**config.mk**
```make
export PLATFORM = sky130hd
export DESIGN_NAME = score_display_scan
export DESIGN_NICKNAME = d
export VERILOG_FILES = /design/src/rtl/score_display_scan.sv
export SDC_FILE = /design/constraint.sdc
export NUM_CORES = 1
export LEC_CHECK = 0
export CAP_MARGIN = 40
export CORE_MARGIN = 4
export CORE_UTILIZATION = 58
export CTS_BUF_LIST = sky130_fd_sc_hd__clkbuf_4
export DETAILED_ROUTE_END_ITERATION = 12
export PLACE_DENSITY_LB_ADDON = 0.12
export SLEW_MARGIN = 20
export SYNTH_ARGS = -nofsm -noshare
export SYNTH_HDL_FRONTEND = slang
export SYNTH_SLANG_ARGS = --single-unit
```
**constraint.sdc**
```tcl
create_clock -name clk_mode -period 2 [get_ports clk_mode]
set_input_delay 0.3 -clock clk_mode [delete_from_list [all_inputs] [get_ports clk_mode]]
set_output_delay 0.3 -clock clk_mode [all_outputs]
set_load 0.005 [all_outputs]
```
**src/rtl/score_display_scan.sv**
```systemverilog
// score_display_scan: scans four BCD score digits onto a 4-digit multiplexed 7-seg display.
// Latency: outputs registered (one cycle after slot update); digits snapshot at each frame wrap.
// No backpressure: free-running scan. Define LEADING_ZERO_BLANK_EN to blank leading zero digits.
module score_display_scan #(
  parameter int SCAN_DIV         = 1024,
  parameter int HIGHLIGHT_FRAMES = 64,
  parameter int BLINK_FRAMES     = 32
) (
  input  logic       clk_mode,
  input  logic       rst,
  input  logic [3:0] score_digit3,
  input  logic [3:0] score_digit2,
  input  logic [3:0] score_digit1,
  input  logic [3:0] score_digit0,
  input  logic       game_over,
  output logic [3:0] seg_an,
  output logic [7:0] seg_cat,
  output logic       frame_tick
);

  localparam int DW = (SCAN_DIV > 1) ? $clog2(SCAN_DIV) : 1;
  localparam int HW = (HIGHLIGHT_FRAMES > 1) ? $clog2(HIGHLIGHT_FRAMES) : 1;
  localparam int BW = (BLINK_FRAMES > 1) ? $clog2(BLINK_FRAMES) : 1;
  localparam logic [DW-1:0] DIV_LAST = DW'(SCAN_DIV - 1);
  localparam logic [HW-1:0] HL_LAST  = HW'(HIGHLIGHT_FRAMES - 1);
  localparam logic [BW-1:0] BL_LAST  = BW'(BLINK_FRAMES - 1);

  typedef enum logic [1:0] {IDLE, HIGHLIGHT, BLINK} state_t;

  logic [DW-1:0] r_div;
  logic [1:0]    r_slot;
  logic [15:0]   r_shadow;   // digits shown this frame; also the previous snapshot for change detect
  logic          r_frame_tick;
  state_t        r_state;
  logic [HW-1:0] r_hl_cnt;
  logic [BW-1:0] r_bl_cnt;
  logic          r_bl_on;
  logic [3:0]    r_seg_an;
  logic [7:0]    r_seg_cat;

  logic          w_tc;
  logic          w_wrap;
  logic [15:0]   w_snap;
  logic          w_change;
  logic [3:0]    w_digit;
  logic [6:0]    w_seg7;
  logic          w_lz_blank;
  logic          w_blank;

  assign w_tc     = (r_div == DIV_LAST);
  assign w_wrap   = w_tc && (r_slot == 2'd3);
  assign w_snap   = {score_digit3, score_digit2, score_digit1, score_digit0};
  assign w_change = (w_snap != r_shadow);

  assign seg_an     = r_seg_an;
  assign seg_cat    = r_seg_cat;
  assign frame_tick = r_frame_tick;

  // Slot divider, frame pulse and once-per-frame digit snapshot
  always_ff @(posedge clk_mode or posedge rst) begin
    if (rst) begin
      r_div        <= '0;
      r_slot       <= 2'd0;
      r_shadow     <= '0;
      r_frame_tick <= 1'b0;
    end else begin
      r_frame_tick <= w_wrap;
      if (w_tc) begin
        r_div  <= '0;
        r_slot <= r_slot + 2'd1;
      end else begin
        r_div <= r_div + DW'(1);
      end
      if (w_wrap) begin
        r_shadow <= w_snap;
      end
    end
  end

  // Display mode FSM, stepped only at frame wrap; blink outranks highlight
  always_ff @(posedge clk_mode or posedge rst) begin
    if (rst) begin
      r_state  <= IDLE;
      r_hl_cnt <= '0;
      r_bl_cnt <= '0;
      r_bl_on  <= 1'b1;
    end else if (w_wrap) begin
      if (game_over) begin
        if (r_state != BLINK) begin
          r_state  <= BLINK;
          r_bl_cnt <= '0;
          r_bl_on  <= 1'b1;
        end else if (r_bl_cnt == BL_LAST) begin
          r_bl_cnt <= '0;
          r_bl_on  <= ~r_bl_on;
        end else begin
          r_bl_cnt <= r_bl_cnt + BW'(1);
        end
      end else if (r_state == BLINK) begin
        // leaving blink goes straight to plain digits, even if the score moved meanwhile
        r_state <= IDLE;
      end else if (w_change) begin
        r_state  <= HIGHLIGHT;
        r_hl_cnt <= '0;
      end else if (r_state == HIGHLIGHT) begin
        if (r_hl_cnt == HL_LAST) begin
          r_state <= IDLE;
        end else begin
          r_hl_cnt <= r_hl_cnt + HW'(1);
        end
      end
    end
  end

  // Segment decode of the current slot's shadow digit and blanking decision
  always_comb begin
    w_digit = r_shadow[{r_slot, 2'b00} +: 4];
    case (w_digit)
      4'd0:    w_seg7 = 7'h40;
      4'd1:    w_seg7 = 7'h79;
      4'd2:    w_seg7 = 7'h24;
      4'd3:    w_seg7 = 7'h30;
      4'd4:    w_seg7 = 7'h19;
      4'd5:    w_seg7 = 7'h12;
      4'd6:    w_seg7 = 7'h02;
      4'd7:    w_seg7 = 7'h78;
      4'd8:    w_seg7 = 7'h00;
      4'd9:    w_seg7 = 7'h10;
      default: w_seg7 = 7'h3F;  // invalid BCD shows a dash
    endcase
    w_lz_blank = 1'b0;
`ifdef LEADING_ZERO_BLANK_EN
    // a dash code is nonzero, so it never counts as a leading zero
    case (r_slot)
      2'd3:    w_lz_blank = (r_shadow[15:12] == 4'd0);
      2'd2:    w_lz_blank = (r_shadow[15:8] == 8'd0);
      2'd1:    w_lz_blank = (r_shadow[15:4] == 12'd0);
      default: w_lz_blank = 1'b0;
    endcase
`endif
    w_blank = w_lz_blank || ((r_state == BLINK) && !r_bl_on);
  end

  // Registered anode/cathode drive; dp lit on every digit while highlighting
  always_ff @(posedge clk_mode or posedge rst) begin
    if (rst) begin
      r_seg_an  <= 4'b1111;
      r_seg_cat <= 8'hFF;
    end else if (w_blank) begin
      r_seg_an  <= 4'b1111;
      r_seg_cat <= 8'hFF;
    end else begin
      r_seg_an  <= ~(4'b0001 << r_slot);
      r_seg_cat <= {(r_state != HIGHLIGHT), w_seg7};
    end
  end

endmodule

```
==> flow_summary.yaml <==
status:
  outcome: "complete, no violations"
die:
  initial_core_util: 0.6037
  io_pins: 32
  dieWidth_um: 78.35
  dieArea_um2: 6138
  rows: 25
  coreArea_um2: 4755
  die_h_um: 78.35
cells_and_area:
  n_antenna_cell: 0
  layout-drive-gt1-share: 0.1381
  nFillCells: 395
  fin_cells: 400
  syn_to_final_growth_pct: 17.92
  finalNetCount: 367
  design_area_um2: 3385
setup_path:
  reg2regPathDepth: 6
  critPathMaxFanout: 6
  r2r_start: "r_div[1]$_DFF_PP0_"
  critPathRequiredTime_ps: 2280
  critPathKind: "register to register"
  reg2reg_setup_slack_ps: 130
  rr_endpoint: "r_hl_cnt[5]$_DFFE_PP0P_"
  critPathLaunchType: "register"
  crit_start: "r_div[1]$_DFF_PP0_"
  cp-end-kind: "register"
  cp.arrival_ps: 2150
  critPathCapture: "r_hl_cnt[5]$_DFFE_PP0P_"
pwr:
  ir_drop_v: 0.0003083
  p_leak_nw: 1.452
  p_per_area_nw_per_um2: 506.4
cts:
  tritoncts: "done"
  cts.sinks: 55
  path_clk_slew_ps: 150
  cts-root-buf: "clkbuf_4"
  cts_hold_buf: 0
  h-tree-depth: 2
  insertion_delay_ps: 370
  cts_max_path_buffers: 2
  post_cts.repair.setup_buffers: 0
  cts-buffers-inserted: 5
  cts-resized-gates: 0
yosys:
  synth-seq-cells: 55
  synth_edf_count: 0
  syn_area_um2: 2870
  syn_inst: 292
  ys_warn_count: 0
  seq_area_frac_synth: 0.4852
  yosys_most_used_dff: "dfrtp_1"
  syn_avg_cell_area_um2: 9.830
  synthArstFlopShare: 1.000
  synth_fp_nets: 327
  synth.distinct_cells: 40
timing:
  slew_violations: 0
  hold_viol: 0
  setup_viol: 0
  fin_skew_ps: 2.969
  min_period_over_period: 0.9366
  fin_crit_ps: 1873
  timing.slew.headroom: 0.7307
  timing.fmax_mhz: 533.8
  rsz0062_at_grt: "no"
  whs_ps: 214.7
  worst_slew_pin_slew_ps: 403.4
global_route:
  grt_usage: 0.1984
  grt_max_degree: 39
  grt_pass1_wl_um: 9673
  grt_pass1_vias: 2156
  grt_antenna_before_repair: 0
  grt_overflow: 0
placement:
  io_buffers: 31
  placed_area_um2: 3313
  place.detailed.hpwl_um: 4060
  gp_congestion: 0.8338
  dp.cells: 392
flow_run:
  max_cap_violations: 0
routing:
  drt-pass1-iter-count: 4
  vias: 2123
  drt_iter0_markers: 114
  wl_per_cell_um: 13.40
  postRouteAntennaNets: 0
  viasPerCell: 5.308
  routed_wirelength_um: 5360
  drcViolationCount: 0
min_path:
  hold_class: "input pin to asynchronous set/reset pin"
==> power breakdown <==
group / internal [mW] / total, mW / switching [mW]
clock: 0.165 / 0.501 / 0.336
combinational: 0.0499 / 0.0941 / 0.0442
sequential: 1.12 / 1.12 / 0.00229
==> how the worst min path moves through the flow <==
stage	start	endpoint	slack, ps	cells past startpoint
global placement	r_bl_cnt[3]$_DFFE_PP0P_	r_bl_cnt[3]$_DFFE_PP0P_	470	1
detailed placement	r_bl_cnt[3]$_DFFE_PP0P_	r_bl_cnt[3]$_DFFE_PP0P_	460	1
CTS	rst	r_hl_cnt[4]$_DFFE_PP0P_	220	2
floorplan	score_digit2[2]	r_shadow[10]$_DFFE_PP0P_	410	2
finish	rst	r_hl_cnt[3]$_DFFE_PP0P_	210	2
global route	rst	r_hl_cnt[3]$_DFFE_PP0P_	230	2
==> layer usage <==
layer,part of all wire,track usage
met2,0.50,0.3390
met1,0.45,0.2523
met5,0,0
met4,0.020,0.06993
met3,0.033,0.03784
==> cells in the final DEF, fill, tap and decap left out, types with 2 or more instances in the layout <==
cell	instances
clkdlybuf4s50_1	31
ha_1	15
xor2_1	3
nand2_1	71
or3_1	2
xnor2_1	20
mux2i_1	6
nand2b_1	5
a21oi_1	11
dfstp_2	13
dfrtp_1	41
clkbuf_4	7
buf_4	11
inv_1	14
and3_1	4
nor2_1	11
mux4_2	4
nor2b_1	3
o21ai_0	19
o31ai_1	2
nand4_1	9
nand3_1	8
==> registers in the layout, indices dropped and copies added (netlist names) <==
name,flops
seg_cat,8
seg_an,4
r_div,10
r_shadow,16
r_slot,2
r_state,2
r_hl_cnt,6
r_bl_cnt,5
r_bl_on,1
frame_tick,1
==> cell usage after synthesis, drive strengths merged, types with 2 or more instances <==
library cell	count	area, um2
and3	4	25.02
dfstp	13	341.6
mux4	4	90.09
nor2b	3	18.77
nand2	71	266.5
buf	5	33.78
ha	16	200.2
or2	2	12.52
a21oi	11	55.05
or3	2	12.51
nor2	11	41.29
inv	15	56.30
o31ai	2	15.01
dfrtp	42	1051
nand3	9	57.56
nand2b	5	31.28
xnor2	20	175.2
xor2	3	26.28
o21ai	19	95.09
clkbuf	5	20.01
nand4	10	68.81
and4	3	26.28
mux2i	6	60.06
==> kinds of logic (layout without fill, tap and decap cells) <==
kind of cell	count (synthesis)	after routing	share of synthesized area
DFF	55	55	0.4852
and+or+nand+nor	124	124	0.2075
AOI/OAI and AO/OA	39	39	0.07672
xor gates and xnor gates	23	23	0.07019
adders and majority gates	16	16	0.06975
muxes	10	10	0.05231
buffers and inverters	25	66	0.03836
==> through the flow <==
stage | setup WS (ps) | utilization | setup TNS, ps | total power, mW
5_1_grt | 6.914 | 0.7118 | 0 | 1.788
3_5_place_dp | -27.51 | 0.6968 | -27.51 | 1.234
4_1_cts | 14.49 | 0.7089 | 0 | 1.733
6_report | 126.7 | 0.7118 | 0 | 1.714
2_1_floorplan | 170.0 | - | 0 | 1.175
3_3_place_gp | -5.236 | 0.6968 | -5.236 | 1.232
==> cell type report <==
| class | count | area, um2 | area share |
|---|---|---|---|
| sequential | 55 | 1394 | 0.4118 |
| multi-input combinational | 212 | 1380 | 0.4078 |
| timing repair buffer | 43 | 412.9 | 0.1220 |
| tap | 67 | 83.83 | 0.02477 |
| inverter | 15 | 56.30 | 0.01664 |
| clock buffer | 7 | 52.55 | 0.01553 |
| clock inverter | 1 | 5.005 | 0.001479 |
==> critical path: stages (launching register included) <==
cell and delay [ps]:
dfrtp_1 430, ha_2 220, and4_2 280, and4_4 240, nor3b_4 300, o2bb2ai_1 100, a41o_1 210
No activity file was read; power rests on OpenSTA's default activity.
